## config.mk

```make
export PLATFORM = sky130hd
export DESIGN_NAME = mem_1rw_req_arb
export DESIGN_NICKNAME = d
export VERILOG_FILES = /design/src/rtl/mem_arb_pkg.sv /design/src/rtl/mem_arb_rsp_fifo.sv /design/src/rtl/mem_1rw_req_arb.sv
export SDC_FILE = /design/constraint.sdc
export NUM_CORES = 1
export LEC_CHECK = 0
export BUFFER_PORTS_ARGS = -buffer_cell sky130_fd_sc_hd__buf_2
export CAP_MARGIN = 25
export CORE_UTILIZATION = 35
export CTS_CLUSTER_SIZE = 16
export DETAILED_ROUTE_END_ITERATION = 12
export HOLD_SLACK_MARGIN = 0.05
export SETUP_SLACK_MARGIN = 0.3
export SLEW_MARGIN = 15
export SYNTH_ARGS = -nofsm -noshare
export SYNTH_HDL_FRONTEND = slang
export SYNTH_SLANG_ARGS = --single-unit
export TNS_END_PERCENT = 1
```

## constraint.sdc

```tcl
create_clock -name clk -period 4.9 [get_ports clk]
set_input_delay 0.49 -clock clk [delete_from_list [all_inputs] [get_ports clk]]
set_output_delay 0.49 -clock clk [all_outputs]
set_load 0.05 [all_outputs]
```

## src/rtl/mem_arb_pkg.sv

```systemverilog
// Shared types and helpers for the 1RW memory request arbiter.
// Response entries carry read data plus out-of-range and ECC flags.
package mem_arb_pkg;

  localparam int unsigned RSP_DW = 32;

  typedef struct packed {
    logic [RSP_DW-1:0] dout;
    logic              oor;
    logic              serr;
    logic              derr;
  } rsp_entry_t;

  typedef enum logic {
    PRIO_RD = 1'b0,
    PRIO_WR = 1'b1
  } prio_e;

  function automatic logic oor_chk(
    input logic [31:0] bank,
    input logic [31:0] addr,
    input int unsigned banks,
    input int unsigned words
  );
    return (addr >= words) || (bank >= banks);
  endfunction

endpackage

```

## src/rtl/mem_arb_rsp_fifo.sv

```systemverilog
// Synchronous response FIFO with wrap-bit pointers for full/empty.
// Head entry is presented combinationally on dout.
module mem_arb_rsp_fifo #(
  parameter int unsigned DEPTH = 8,
  parameter int unsigned W     = 35
) (
  input  logic         clk,
  input  logic         rst_n,
  input  logic         push,
  input  logic [W-1:0] din,
  input  logic         pop,
  output logic [W-1:0] dout,
  output logic         full,
  output logic         empty
);

  localparam int unsigned PW = $clog2(DEPTH);
  localparam logic [PW:0] PTR_ONE = {{PW{1'b0}}, 1'b1};

  logic [PW:0]  wptr_q, wptr_d;
  logic [PW:0]  rptr_q, rptr_d;
  logic [W-1:0] mem_q [DEPTH];
  logic         do_push, do_pop;

  always_comb begin
    empty   = (wptr_q == rptr_q);
    full    = (wptr_q[PW] != rptr_q[PW]) && (wptr_q[PW-1:0] == rptr_q[PW-1:0]);
    do_push = push && !full;
    do_pop  = pop && !empty;
    wptr_d  = wptr_q;
    rptr_d  = rptr_q;
    if (do_push) begin
      wptr_d = wptr_q + PTR_ONE;
    end
    if (do_pop) begin
      rptr_d = rptr_q + PTR_ONE;
    end
    dout = mem_q[rptr_q[PW-1:0]];
  end

  always_ff @(posedge clk or negedge rst_n) begin
    if (!rst_n) begin
      wptr_q <= '0;
      rptr_q <= '0;
    end else begin
      wptr_q <= wptr_d;
      rptr_q <= rptr_d;
    end
  end

  // Storage needs no reset: entries are only observed once written.
  always_ff @(posedge clk) begin
    if (do_push) begin
      mem_q[wptr_q[PW-1:0]] <= din;
    end
  end

  push_when_full_a: assert property (@(posedge clk) disable iff (!rst_n) !(push && full));

endmodule

```

## src/rtl/mem_1rw_req_arb.sv

```systemverilog
// Arbitrates independent read/write request streams onto one 1RW memory port,
// tracks read latency and returns read data in order through a credited FIFO.
module mem_1rw_req_arb
  import mem_arb_pkg::*;
#(
  parameter int unsigned AW        = 10,
  parameter int unsigned DW        = 32,
  parameter int unsigned BAW       = 1,
  parameter int unsigned WORDS     = 1024,
  parameter int unsigned BANKS     = 2,
  parameter int unsigned LATENCY   = 2,
  parameter int unsigned RSP_DEPTH = 8
) (
  input  logic           clk,
  input  logic           rst,
  input  logic           wr_vld,
  output logic           wr_rdy,
  input  logic [BAW-1:0] wr_bank,
  input  logic [AW-1:0]  wr_addr,
  input  logic [DW-1:0]  wr_din,
  input  logic [DW-1:0]  wr_bw,
  input  logic           rd_vld,
  output logic           rd_rdy,
  input  logic [BAW-1:0] rd_bank,
  input  logic [AW-1:0]  rd_addr,
  output logic           rsp_vld,
  input  logic           rsp_rdy,
  output logic [DW-1:0]  rsp_dout,
  output logic           rsp_oor,
  output logic           rsp_serr,
  output logic           rsp_derr,
  output logic           read_0,
  output logic           write_0,
  output logic [BAW-1:0] bank_0,
  output logic [AW-1:0]  addr_0,
  output logic [DW-1:0]  din_0,
  output logic [DW-1:0]  bw_0,
  input  logic [DW-1:0]  dout_0,
  input  logic           read_serr_0,
  input  logic           read_derr_0
);

  localparam int unsigned   CW       = $clog2(RSP_DEPTH + 1);
  localparam logic [CW-1:0] CNT_FULL = CW'(RSP_DEPTH);
  localparam logic [CW-1:0] CNT_ONE  = CW'(1);

  logic [CW-1:0]  cnt_q, cnt_d;
  prio_e          prio_q, prio_d;
  logic           rd_ok, rd_acc, wr_acc, rd_oor, wr_oor, rsp_pop;

  logic           read_0_q, read_0_d;
  logic           write_0_q, write_0_d;
  logic [BAW-1:0] bank_0_q, bank_0_d;
  logic [AW-1:0]  addr_0_q, addr_0_d;
  logic [DW-1:0]  din_0_q, din_0_d;
  logic [DW-1:0]  bw_0_q, bw_0_d;

  logic [LATENCY:0] pipe_vld_q, pipe_vld_d;
  logic [LATENCY:0] pipe_oor_q, pipe_oor_d;

  rsp_entry_t     push_entry, head_entry;
  logic           fifo_push, fifo_full, fifo_empty;

  // Handshake and arbitration; rdy depends only on vld, cnt and prio.
  always_comb begin
    rd_oor  = oor_chk(32'(rd_bank), 32'(rd_addr), BANKS, WORDS);
    wr_oor  = oor_chk(32'(wr_bank), 32'(wr_addr), BANKS, WORDS);
    rd_ok   = (cnt_q < CNT_FULL);
    rd_rdy  = rd_ok && (!wr_vld || (prio_q == PRIO_RD));
    wr_rdy  = !(rd_vld && rd_ok && (prio_q == PRIO_RD));
    rd_acc  = rd_vld && rd_rdy;
    wr_acc  = wr_vld && wr_rdy;
    rsp_pop = !fifo_empty && rsp_rdy;
  end

  always_comb begin
    cnt_d = cnt_q;
    case ({rd_acc, rsp_pop})
      2'b10:   cnt_d = cnt_q + CNT_ONE;
      2'b01:   cnt_d = cnt_q - CNT_ONE;
      default: cnt_d = cnt_q;
    endcase
    prio_d = prio_q;
    if (rd_acc) begin
      prio_d = PRIO_WR;
    end else if (wr_acc) begin
      prio_d = PRIO_RD;
    end
  end

  // Out-of-range requests are accepted but never reach the memory port.
  always_comb begin
    read_0_d  = rd_acc && !rd_oor;
    write_0_d = wr_acc && !wr_oor;
    bank_0_d  = bank_0_q;
    addr_0_d  = addr_0_q;
    din_0_d   = din_0_q;
    bw_0_d    = bw_0_q;
    if (read_0_d) begin
      bank_0_d = rd_bank;
      addr_0_d = rd_addr;
    end else if (write_0_d) begin
      bank_0_d = wr_bank;
      addr_0_d = wr_addr;
      din_0_d  = wr_din;
      bw_0_d   = wr_bw;
    end
  end

  // Stage k is valid in cycle accept+1+k; the head lines up with memory data.
  always_comb begin
    pipe_vld_d = {pipe_vld_q[LATENCY-1:0], rd_acc};
    pipe_oor_d = {pipe_oor_q[LATENCY-1:0], rd_acc && rd_oor};
    fifo_push  = pipe_vld_q[LATENCY];
    push_entry = '0;
    push_entry.oor = pipe_oor_q[LATENCY];
    if (!pipe_oor_q[LATENCY]) begin
      push_entry.dout = dout_0;
      push_entry.serr = read_serr_0;
      push_entry.derr = read_derr_0;
    end
  end

  always_ff @(posedge clk or negedge rst) begin
    if (!rst) begin
      cnt_q      <= '0;
      prio_q     <= PRIO_RD;
      read_0_q   <= 1'b0;
      write_0_q  <= 1'b0;
      bank_0_q   <= '0;
      addr_0_q   <= '0;
      din_0_q    <= '0;
      bw_0_q     <= '0;
      pipe_vld_q <= '0;
      pipe_oor_q <= '0;
    end else begin
      cnt_q      <= cnt_d;
      prio_q     <= prio_d;
      read_0_q   <= read_0_d;
      write_0_q  <= write_0_d;
      bank_0_q   <= bank_0_d;
      addr_0_q   <= addr_0_d;
      din_0_q    <= din_0_d;
      bw_0_q     <= bw_0_d;
      pipe_vld_q <= pipe_vld_d;
      pipe_oor_q <= pipe_oor_d;
    end
  end

  mem_arb_rsp_fifo #(
    .DEPTH (RSP_DEPTH),
    .W     ($bits(rsp_entry_t))
  ) u_rsp_fifo (
    .clk   (clk),
    .rst_n (rst),
    .push  (fifo_push),
    .din   (push_entry),
    .pop   (rsp_pop),
    .dout  (head_entry),
    .full  (fifo_full),
    .empty (fifo_empty)
  );

  // Response fields are forced to zero while empty so reset values hold.
  always_comb begin
    rsp_vld  = !fifo_empty;
    rsp_dout = '0;
    rsp_oor  = 1'b0;
    rsp_serr = 1'b0;
    rsp_derr = 1'b0;
    if (!fifo_empty) begin
      rsp_dout = head_entry.dout;
      rsp_oor  = head_entry.oor;
      rsp_serr = head_entry.serr;
      rsp_derr = head_entry.derr;
    end
  end

  assign read_0  = read_0_q;
  assign write_0 = write_0_q;
  assign bank_0  = bank_0_q;
  assign addr_0  = addr_0_q;
  assign din_0   = din_0_q;
  assign bw_0    = bw_0_q;

  one_strobe_a: assert property (@(posedge clk) disable iff (!rst) !(read_0_q && write_0_q));
  credit_a:     assert property (@(posedge clk) disable iff (!rst) cnt_q <= CNT_FULL);

endmodule

```

# Yosys cells after proc, flatten, opt, wreduce, memory -nomap -nowiden
# Memories as Yosys holds them, arrays and structs flattened.
# Cells that the tools add are included.
# word_totals
regBits	93
latchBits	0
mem_bits_rw	272
rom_bits	0
output_inout_bits	115
word_cells	54
n_memories	1
# classes
addsub	4
multipliers	0
n_div	0
order_cmp	1
eq_ne	5
shifts	0
n_mux	13
n_bitwise	2
n_reduce_logical	17
# memory_table
memory	depth	width	read_ports	rd_ports_with_merged_regs	write_ports	line_no	rtl
u_rsp_fifo.mem_q	8	34	1	0	1	mem_arb_rsp_fifo.sv:22	logic [W-1:0] mem_q [DEPTH];
# op_table
operator	n
$mux 32	1
$mux 10	2
$add 4x1->4 const B	3
$logic_and 1x1->1	9
$mux 1	9
$pmux 4 s2	1
$eq 4x4->1	1
$logic_not 1->1	4
$lt 4x4->1 const B	1
$reduce_bool 2->1	2
$sub 4x1->4 const B	1
$eq 3x3->1	1
$eq 2x1->1 const B	1
$eq 2x2->1 const B	1
$not 1->1	2
$reduce_and 2->1	1
$logic_or 1x1->1	1
$ne 1x1->1	1

# Depth between registers and ports, before layout
# Gate-level depths: netlist of run 1.
# depth
word_depth	7
depth_mapped	12

# By module
# A second synthesis of run 1 with hierarchy kept.
# unflattened
hier_cells	726
hier_area_um2	14849.2
# modules_own_cells
mod	n_inst	cells_per_inst	area_each_um2	seq_area_each_um2
mem_arb_rsp_fifo	1	463	11318.4	8608.3
mem_1rw_req_arb	1	263	3530.9	2102.0

# Worst setup path after synthesis of run 1
# OpenSTA, ideal clock, no wires.
# synth_path
kind	register to register
from	register u_rsp_fifo.rptr_q[2]
to	memory u_rsp_fifo.mem_q[4][0] in the netlist's numbering, enable pin
arrival_time_ns	3.559
t_required_ns	4.432
setup_slack_ns	0.874
stages_incl_launch_ff	6
path_buffers	1
cell_sequence	dfrtp_1 -> buf_6 -> xnor2_1 -> a41o_1 -> or2_4 -> nor3_1
# synth_via
elab_chain_len	6
# synth_lines
element	line_no	rtl
start, declared	mem_arb_rsp_fifo.sv:21	logic [PW:0] rptr_q, rptr_d;
start signal, assigned	mem_arb_rsp_fifo.sv:47	rptr_q <= rptr_d;
$eq 3x3->1	mem_arb_rsp_fifo.sv:27	full = (wptr_q[PW] != rptr_q[PW]) && (wptr_q[PW-1:0] == rptr_q[PW-1:0]);
$logic_and 1x1->1	mem_arb_rsp_fifo.sv:27	
$logic_not 1->1	mem_arb_rsp_fifo.sv:28	do_push = push && !full;
$logic_and 1x1->1	mem_arb_rsp_fifo.sv:28	
$mux 1	mem_arb_rsp_fifo.sv:53	if (do_push) begin
$mux 1 (implied by the code)	mem_arb_rsp_fifo.sv:54	mem_q[wptr_q[PW-1:0]] <= din;
end, declared	mem_arb_rsp_fifo.sv:22	
# Every way passes these cells.

# Final worst setup path of run 1
# layout_path
from	register u_rsp_fifo.rptr_q[0]
to	output rsp_dout[24]
# layout_via
elab_chain_len	2
# layout_lines
element	line_no	rtl
$mem_v2 8x34 / $eq 4x4->1 (equally long branches)	n/a	
$mux 32 (*)	mem_1rw_req_arb.sv:171	if (!fifo_empty) begin
end, declared	mem_1rw_req_arb.sv:28	output logic [DW-1:0] rsp_dout,
# Every way passes the cells marked *; elsewhere a longest branch is shown, timed or not.

==> metrics.txt, run 1 <==
outcome finished, final reports clean; Cell Area, Synth 0.0141 mm2; Port Buffers 238; DP HPWL 18,500 um; area delta synth->final 23.0%; GP Congestion 0.744; worst-margin pin slew 882 ps; Ys Warns 0; Synth Register Bits 364; setup TNS 0 ps; Gate Count Post-Synth 728; pin count of the biggest net entering global routing 72; H-tree Lvls 2; Worst Path Max Fanout 42; worst vdd ir 436 uV; nature of the critical path startpoint flip-flop; WL per Instance 20.4 um; Worst-path clk slew 60 ps; global-route usage over all layers 15.3%; most frequent cells after synthesis 272 x edfxtp_1, 92 x dfrtp_1, 68 x mux4_2, 67 x mux2_2, 54 x nor2_1; max frequency 0.261 GHz; CTS tree built; postcts setup bufs 0; final WL 31,400 um; ys async rst share 25.3%; post-layout minimum cycle time 3830 ps; Root Buffer clkbuf_16; relative slew slack 41.1%; Skew-Pair Late Insertion Delay 560 ps; Setup CP Type reg2out; final setup violation count 0; Vias per Instance 4.80; Ports 240; Arr. time, crit path 3340 ps; static leakage 6.53 nW; Slew Limit Fails 0; number of flops mapped to enable cells by yosys 272; worst hold path class in2reg; Starting DRT DRC Count 424; grt ovf 0; RSZ-0062 raised after global routing no; Cell Rows 73; final hold vios 0; core area 0.0397 mm2; fin nets 1,114; top-count cell post-synth edfxtp_1; Post-Syn Area per Cell 19.4 um2; Synth cell types 38; Longest Clk Path Bufs 3; top post-synthesis cells by area edfxtp_1 58%, dfrtp_1 16%, mux4_2 11%; Worst path slowest cell dfrtp_4; Starting Density 35.6%; detailed-route via count 7,406; Critical Path RT 4410 ps; CP Capture Type output port; Initial DRT Pass Iterations 6; largest area contributor in the netlist edfxtp_1; Syn Nets 857; share of the synthesized area in the top cell type 57.8%; first-pass GRT wire length 46,800 um; # DRC 0; CP Cell Sequence buf_4, mux4_2, mux2i_1, nor2_1, buf_2; Routed Antenna Nets 0; clk_skew 16.4 ps; number of global-route vias before repair 7,494; layout cells sized above 1 46.6%; crit-path max cell delay 850 ps; P per Cell Area 690 mW/mm2; fin util 43.7%; total CTS buffers 41; part of the Yosys area used for sequential elements 74.1%; DIE WIDTH 203 um; Max-cap violations 0; number of clock sinks 364; CTS resizes 0; period utilization 78.1%; initial antenna violation count 3; die area 0.0412 mm2; Synth Flop Type edfxtp_1; height of the chip 203 um
==> placed cells by master, fill, tap and decap left out, types with 2 or more instances in the layout <==
cell / instances
bufinv_16: 3
clkbuf_8: 7
mux2_2: 67
nand3_1: 2
clkinv_1: 2
a31oi_1: 12
inv_6: 2
clkbuf_16: 42
xnor2_1: 9
inv_1: 8
dfrtp_2: 2
nand2b_1: 8
ha_1: 4
xor2_1: 4
buf_2: 237
nand2_1: 28
mux4_2: 68
nand4_1: 3
mux2i_1: 35
edfxtp_1: 272
buf_4: 16
nor2_1: 48
nor3_2: 2
dfrtp_1: 89
nor2_4: 7
clkbuf_1: 5
clkinv_2: 11
o21ai_0: 2
==> where the power goes <==
part           internal [mW]  leakage [nW]  total [mW]  switching (mW)
sequential              3.85          3.53        4.13           0.284
clock                   1.85         0.692        3.11            1.25
combinational           1.48          2.30        4.75            3.28
total                   7.17          6.53        12.0            4.82
==> state kept, by name, summed over array words and instances (netlist names) <==
register           flops
bw_0                  32
addr_0                10
din_0                 32
u_rsp_fifo.wptr_q      4
write_0                1
cnt_q                  4
u_rsp_fifo.mem_q     272
bank_0                 1
prio_q                 1
u_rsp_fifo.rptr_q      4
pipe_vld_q             3
==> per-stage QoR <==
stage,instances,area (um2),power [mW],worst slack (ps),hold WS (ps)
after global routing,1543,17400,12.5,710,126
after floorplan,728,14100,7.78,874,194
after global placement,1465,15900,8.96,1540,339
final,1544,17400,12.0,1070,165
after CTS,1542,17300,12.1,893,120
after detailed placement,1465,15900,9.00,1520,340
==> routing by layer <==
| layer | share of wire [%] | vias up | global-route usage [%] |
|---|---|---|---|
| li1 | - | 3356 | - |
| met1 | 44 | 3846 | 20.7 |
| met2 | 50 | 153 | 24.9 |
| met4 | 1.6 | 4 | 4.38 |
| met3 | 4.7 | 47 | 3.40 |
| met5 | 0.070 | - | 0 |
==> critical path, delay by kind of cell, from the launching register on <==
family,cells,cell delay [ps]
buf+inv,2,1080
flops,1,850
simple gates,1,90
mux,2,750
==> what timing repair did <==
item / CTS / global route
endpoints found under the setup margin: 0 / 0
hold buffers: 1 / 0
endpoints found under the hold margin: 43 / 0
==> worst paths after layout <==
kind	start	end	slack, ps	depth (start not counted)
hold reg to reg	pipe_vld_q[1]$_DFF_PN0_	pipe_vld_q[2]$_DFF_PN0_	350	0
hold / removal	wr_bw[11]	bw_0[11]$_DFFE_PN0P_	160	2
max in group asynchronous	rst	addr_0[4]$_DFFE_PN0P_	3290	3
min in group asynchronous	rst	bw_0[29]$_DFFE_PN0P_	510	2
setup reg to reg	u_rsp_fifo.rptr_q[0]$_DFFE_PN0P_	cnt_q[2]$_DFFE_PN0P_	1700	8
setup / recovery	u_rsp_fifo.rptr_q[0]$_DFFE_PN0P_	rsp_dout[24]	1070	5
==> layout make-up <==
| cell class | instances | area [um2] |
|---|---|---|
| fill | 3567 | 22400 |
| sequential | 364 | 10500 |
| multi-input combinational | 315 | 3480 |
| timing repair buffer | 255 | 1340 |
| clock buffer | 54 | 1170 |
| tap | 525 | 657 |
| clock inverter | 22 | 223 |
| inverter | 8 | 30.0 |
| antenna | 1 | 2.50 |
==> kinds of logic (layout without fill, tap and decap cells) <==
logic type / Yosys count / in the layout / share of synthesized area (%)
AO/OA/AOI/OAI: 23 / 23 / 1.17
XOR/XNOR: 13 / 13 / 0.806
adder cells (fa/ha/maj): 4 / 4 / 0.354
buffers and inverters: 49 / 339 / 1.67
flip-flops: 364 / 364 / 74.1
multiplexers: 170 / 170 / 18.7
other: 1 / 2 / 0.0265
AND/OR/NAND/NOR: 104 / 104 / 3.18
Power figures use the tool's default switching activity.
==> run 2: changes to the inputs <==
- clock period: 4.9 -> 3.8 ns (I/O delays scaled with it)
==> metrics.txt, run 2 (synthesized netlist as in run 1, its figures left out) <==
outcome finished, final reports clean; GP Congestion 0.748 (+0.44%); pin count of the biggest net entering global routing 61 (-15%); number of clock sinks 364 (unchanged); commonest non-fill, non-tap cells in the layout 272 x edfxtp_1, 237 x buf_2, 89 x dfrtp_1; Cell Rows 73 (unchanged); DIE WIDTH 203 um (unchanged); Slew Limit Fails 0 (unchanged); H-tree Lvls 2 (unchanged); layout cells sized above 1 42.2% (-4.4 points); die area 0.0412 mm2 (unchanged); total CTS buffers 40 (-2.4%); Ports 240 (unchanged); core area 0.0397 mm2 (unchanged); Port Buffers 238 (unchanged); Worst Path Max Fanout 16 (-62%); Tot Pwr 15.4 mW (+28%); clk_skew 23.2 ps (+6.87 ps); height of the chip 203 um (unchanged); Worst-path clk slew 60 ps (about the same); Starting DRT DRC Count 377 (-11%); Starting Density 35.6% (unchanged); worst-margin pin slew 801 ps (-81.0 ps); Root Buffer clkbuf_16; Arr. time, crit path 2800 ps (-540 ps); CTS tree built; grt ovf 0 (unchanged); Setup CP Type reg2out; initial antenna violation count 1 (-2); WHS 82.2 ps (-82.7 ps); static leakage 6.78 nW (+3.9%); CP Capture Type output port; nature of the critical path startpoint flip-flop; final hold vios 0 (unchanged); fin nets 1,189 (+6.7%); detailed-route via count 7,749 (+4.6%); relative slew slack 46.6% (+5.5 points); setup TNS 0 ps (unchanged); dpl ws 1130 ps (-392 ps); Longest Clk Path Bufs 3 (unchanged); FILL cells 3,471 (-2.7%); post-layout minimum cycle time 3180 ps; final setup violation count 0 (unchanged); Critical Path RT 3420 ps (-990 ps); Largest register FFs 272 (unchanged); Skew-Pair Late Insertion Delay 550 ps (about the same); Routed Antenna Nets 0 (unchanged); worst vdd ir 624 uV (+43%); final WL 31,600 um (+0.69%); commonest non-fill, non-tap cell in the layout edfxtp_1; WL per Instance 19.6 um (-3.8%); first-pass GRT wire length 47,700 um (+1.8%); Vias per Instance 4.80 (about the same); postcts setup bufs 0 (unchanged); Max-cap violations 0 (unchanged); number of global-route vias before repair 7,978 (+6.5%); global-route usage over all layers 15.4% (+0.050 points); area delta synth->final 28.0%; DP HPWL 18,600 um (+0.73%); RSZ-0062 raised after global routing no; period utilization 83.7%; worst hold path class in2reg; final worst slack 620 ps (-451 ps); Initial DRT Pass Iterations 5 (-1); max frequency 0.314 GHz; P per Cell Area 851 mW/mm2 (+23%); # DRC 0 (unchanged)
## run 2: cell count changes in the layout (fill, tap and decap cells not counted), sizes merged
cell         change
dlygate4sd3     +73
clkbuf           +1
buf              +3
inv              -3
clkinv           -2
## run 2: final timing paths
| kind | endpoint | cells after the start | startpoint | slack (ps) |
|---|---|---|---|---|
| max | rsp_dout[13] | 6 | u_rsp_fifo.rptr_q[0]$_DFFE_PN0P_ | 620 |
| min | bw_0[30]$_DFFE_PN0P_ | 2 | wr_bw[30] | 80 |
| max reg2reg | cnt_q[2]$_DFFE_PN0P_ | 10 | u_rsp_fifo.rptr_q[0]$_DFFE_PN0P_ | 1120 |
| min reg2reg | pipe_vld_q[2]$_DFF_PN0_ | 0 | pipe_vld_q[1]$_DFF_PN0_ | 360 |
| max in group asynchronous | bw_0[27]$_DFFE_PN0P_ | 3 | rst | 2370 |
| min in group asynchronous | addr_0[8]$_DFFE_PN0P_ | 2 | rst | 470 |
## run 2: routing by layer
layer	GRT usage [%]	share of wire, %
met5	0	0
met4	6.12	2.7
met3	2.60	3.7
met2	25.5	51
met1	20.1	43
## run 2: per-stage QoR
stage	utilization, %	area (um2)	instances
floorplan	-	14100	728
global route	45.5	18100	1615
global placement	40.4	16000	1469
finish	45.5	18100	1616
CTS	45.5	18100	1615
detailed placement	40.4	16000	1469
## run 2: repair_timing
item                      in CTS  in global routing
resized for setup              0                  0
hold buffers                  74                  0
hold endpoints to repair     125                  0
## run 2: report_power, final
group / leakage [nW] / internal [mW] / switching, mW
clock network: 0.619 / 2.24 / 1.55
registers: 3.53 / 4.96 / 0.326
logic: 2.63 / 2.01 / 4.30
total: 6.78 / 9.21 / 6.17
## run 2: critical path, stage by stage, from the launching register on
cell and delay (ps):
dfrtp_4 610, xnor2_1 300, nand3_1 180, nor2_4 550, buf_4 310, nor2_1 70
buf_2 210
## run 2: area by class of cell
type	instances	area [um2]	area share, %
repair buffers	331	2140	11.8
clock buffers	55	1100	6.08
inverters	8	30.0	0.166
multi-input cells	315	3480	19.3
clock inverters	17	189	1.05
flip-flops and latches	364	10500	58.0
well taps	525	657	3.63
diodes	1	2.50	0.0138
==> run 3: changes to the inputs <==
- ABC_AREA: default -> 1
- clock period: 3.8 -> 3 ns (I/O delays scaled with it)
==> metrics.txt, run 3 <==
Reg area 0.0105 mm2 (about the same); Cell Area, Synth 0.0143 mm2 (+1.2%); CTS tree built; area delta synth->final 33.1%; Setup CP Type reg2out; worst vdd ir 1000 uV (+61%); Routed Antenna Nets 0 (unchanged); Largest register FFs 272 (unchanged); CP Launch Point u_rsp_fifo.rptr_q[0]$_DFFE_PN0P_; Skew-Pair Late Insertion Delay 560 ps (about the same); clk_skew 20.2 ps (-3.02 ps); Gate Count Post-Synth 1,219 (+67%); CP Capture Type output port; final hold vios 0 (unchanged); layout cells sized above 1 21.6% (-21 points); worst-margin pin slew 666 ps (-135 ps); mux share of post-synthesis cell area 0% (-19 points); post-synthesis compound-gate area fraction 9.59% (+8.4 points); period utilization 87.5%; CP bufs+invs 3 (+1); detailed-route via count 10,500 (+36%); Arr. time, crit path 2320 ps (-480 ps); DIE WIDTH 204 um (+0.58%); Vias per Instance 4.93 (+2.8%); Critical Path RT 2700 ps (-720 ps); commonest non-fill, non-tap cells in the layout 272 x edfxtp_1, 252 x nand2_1, 219 x nor2_1; nature of the critical path startpoint flip-flop; Root Buffer clkbuf_16; commonest non-fill, non-tap cell in the layout edfxtp_1; Worst-path clk slew 60 ps (about the same); WL per Instance 18.3 um (-6.8%); crit-path max cell delay 550 ps (-60 ps); Syn Nets 1,348 (+57%); relative slew slack 55.6% (+9.0 points); Ports 240 (unchanged); global-route usage over all layers 18.5% (+3.1 points); Port Buffers 238 (unchanged); Synth Flop Type edfxtp_1; static leakage 7.62 nW (+12%); Post-Syn Area per Cell 11.7 um2 (-40%); Synth Register Bits 364 (unchanged); final WL 39,000 um (+23%); FILL cells 3,585 (+3.3%); CP most frequent cell nand2_1; Initial DRT Pass Iterations 5 (unchanged); Starting DRT DRC Count 879 (+130%); Max-cap violations 0 (unchanged); top-count cell post-synth edfxtp_1; CP delay by family, top buffers and inverters; GP Congestion 0.812 (+8.6%); CP Cell Sequence clkinv_8, nand2_1, nand2_1, nor2_2, nand2_4, bufbuf_16, o21ai_0, nor2_1, buf_4; hold path start rd_vld; Critical R2R Launch u_rsp_fifo.rptr_q[0]$_DFFE_PN0P_; main combinational cell family by area after synthesis simple AND/OR/NAND/NOR gates; share of the synthesized area in the top cell type 57.2% (-0.67 points); H-tree Lvls 2 (unchanged); post-layout minimum cycle time 2620 ps; pin count of the biggest net entering global routing 79 (+30%); fin nets 1,707 (+44%); Cell Rows 73 (unchanged); DP HPWL 21,600 um (+16%); area share of fa/ha/maj cells after synthesis 0.350% (-0.0041 points); top post-synthesis cells by area edfxtp_1 57%, dfrtp_1 16%, nand2_1 6.7%; Worst path slowest cell dfrtp_4; # DRC 0 (unchanged); ys async rst share 25.3% (unchanged); dpl ws 617 ps (-511 ps); area of the multi-input gates 0.00345 mm2 (-0.79%); P per Cell Area 1120 mW/mm2 (+32%); outcome finished, final reports clean; worst hold path class in2reg; die area 0.0416 mm2 (+1.2%); ANT cells 0 (-1); Synth cell types 27 (-29%); number of global-route vias before repair 10,300 (+29%); Longest Clk Path Bufs 3 (unchanged); part of the Yosys area used for sequential elements 73.3% (-0.86 points); largest area contributor in the netlist edfxtp_1; core area 0.0400 mm2 (+0.69%); final worst slack 376 ps (-244 ps); Synth Area in XOR/XNOR 0.490% (-0.32 points); max frequency 0.381 GHz; total CTS buffers 41 (+2.5%); most frequent cells after synthesis 272 x edfxtp_1, 255 x nand2_1, 226 x nor2_1, 162 x o21ai_0, 92 x dfrtp_1; number of flops mapped to enable cells by yosys 272 (unchanged); first-pass GRT wire length 58,700 um (+23%); height of the chip 204 um (+0.58%); initial antenna violation count 1 (unchanged); Worst Path Max Fanout 17 (+1); setup TNS 0 ps (unchanged); Ys Warns 0 (unchanged); number of clock sinks 364 (unchanged); RSZ-0062 raised after global routing yes; Slew Limit Fails 0 (unchanged); final setup violation count 0 (unchanged); grt ovf 0 (unchanged); Starting Density 35.7% (+0.17 points); simple-gate share of the synthesized area 13.2% (+10 points)
## run 3: cell count changes after synthesis, moves of 11 or more
cell,change
o22ai_1,+67
o21ai_0,+160
mux4_2,-68
mux2_2,-67
mux2i_1,-35
nand2_1,+226
nor2_1,+172
clkbuf_1,+11
o21ai_1,+11
buf_2,+18
## run 3: worst reg2reg max path: stages, from the launching register on
cell	delay [ps]
dfrtp_4	550
clkinv_8	110
nand2_1	60
nand2_1	90
nor2_2	60
nand4_1	80
nand2_1	110
inv_2	110
nand2_1	250
nor2_4	420
buf_12	260
## run 3: kinds of logic after synthesis
family                     after synthesis
AOI/OAI and AO/OA                      254
buffers and inverters                   94
and+or+nand+nor                        494
DFF                                    364
xor gates and xnor gates                 8
adders and majority gates                4
other                                    1
## run 3: timing repair
item | CTS | global route
setup endpoints to repair | 34 | 42
hold buffers | 123 | 0
cloned | 1 | 1
pin swaps | 0 | 1
gates resized for setup | 26 | 15
hold endpoints to repair | 393 | 0
buffers inserted | 0 | 3
## run 3: cell type report
class	instances	area share [%]
clock inverters	20	1.45
inverters	20	0.461
clock buffers	56	5.86
repair buffers	390	15.5
flip-flops and latches	364	55.1
multi-input cells	761	18.2
well taps	525	3.45
## run 3: per-stage QoR
stage	util [%]	power, mW	area (um2)	hold slack (ps)	instances
6_report	47.5	21.3	19000	295	2136
2_1_floorplan	-	13.1	14300	4.41	1219
5_1_grt	47.5	22.5	19000	288	2136
3_5_place_dp	40.4	15.5	16200	341	1932
4_1_cts	47.2	21.3	18900	193	2132
3_3_place_gp	40.4	15.4	16200	336	1932
## run 3: routing by layer
metal | vias up | part of all wire, % | global-route usage [%]
met3 | 92 | 5.1 | 3.54
met4 | 2 | 3.0 | 6.96
li1 | 4963 | - | -
met1 | 5191 | 44 | 25.3
met5 | - | 0.028 | 0
met2 | 285 | 48 | 29.1
## run 3: report_power, final
| part | switching, mW | leakage (nW) | total (mW) | internal, mW |
|---|---|---|---|---|
| Combinational | 6.93 | 3.37 | 9.53 | 2.59 |
| Clock | 2.01 | 0.679 | 5.15 | 3.14 |
| Sequential | 0.390 | 3.57 | 6.65 | 6.26 |
## run 3: final timing paths
path / end / slack (ps) / depth (start not counted)
hold / removal: prio_q$_DFFE_PN0P_ / 290 / 5
min in group asynchronous: bw_0[17]$_DFFE_PN0P_ / 300 / 2
setup / recovery: rsp_dout[22] / 380 / 9
setup reg to reg: u_rsp_fifo.mem_q[6][16]$_DFFE_PP_ / 580 / 10
max in group asynchronous: din_0[12]$_DFFE_PN0P_ / 2000 / 3
hold reg to reg: pipe_vld_q[2]$_DFF_PN0_ / 350 / 0
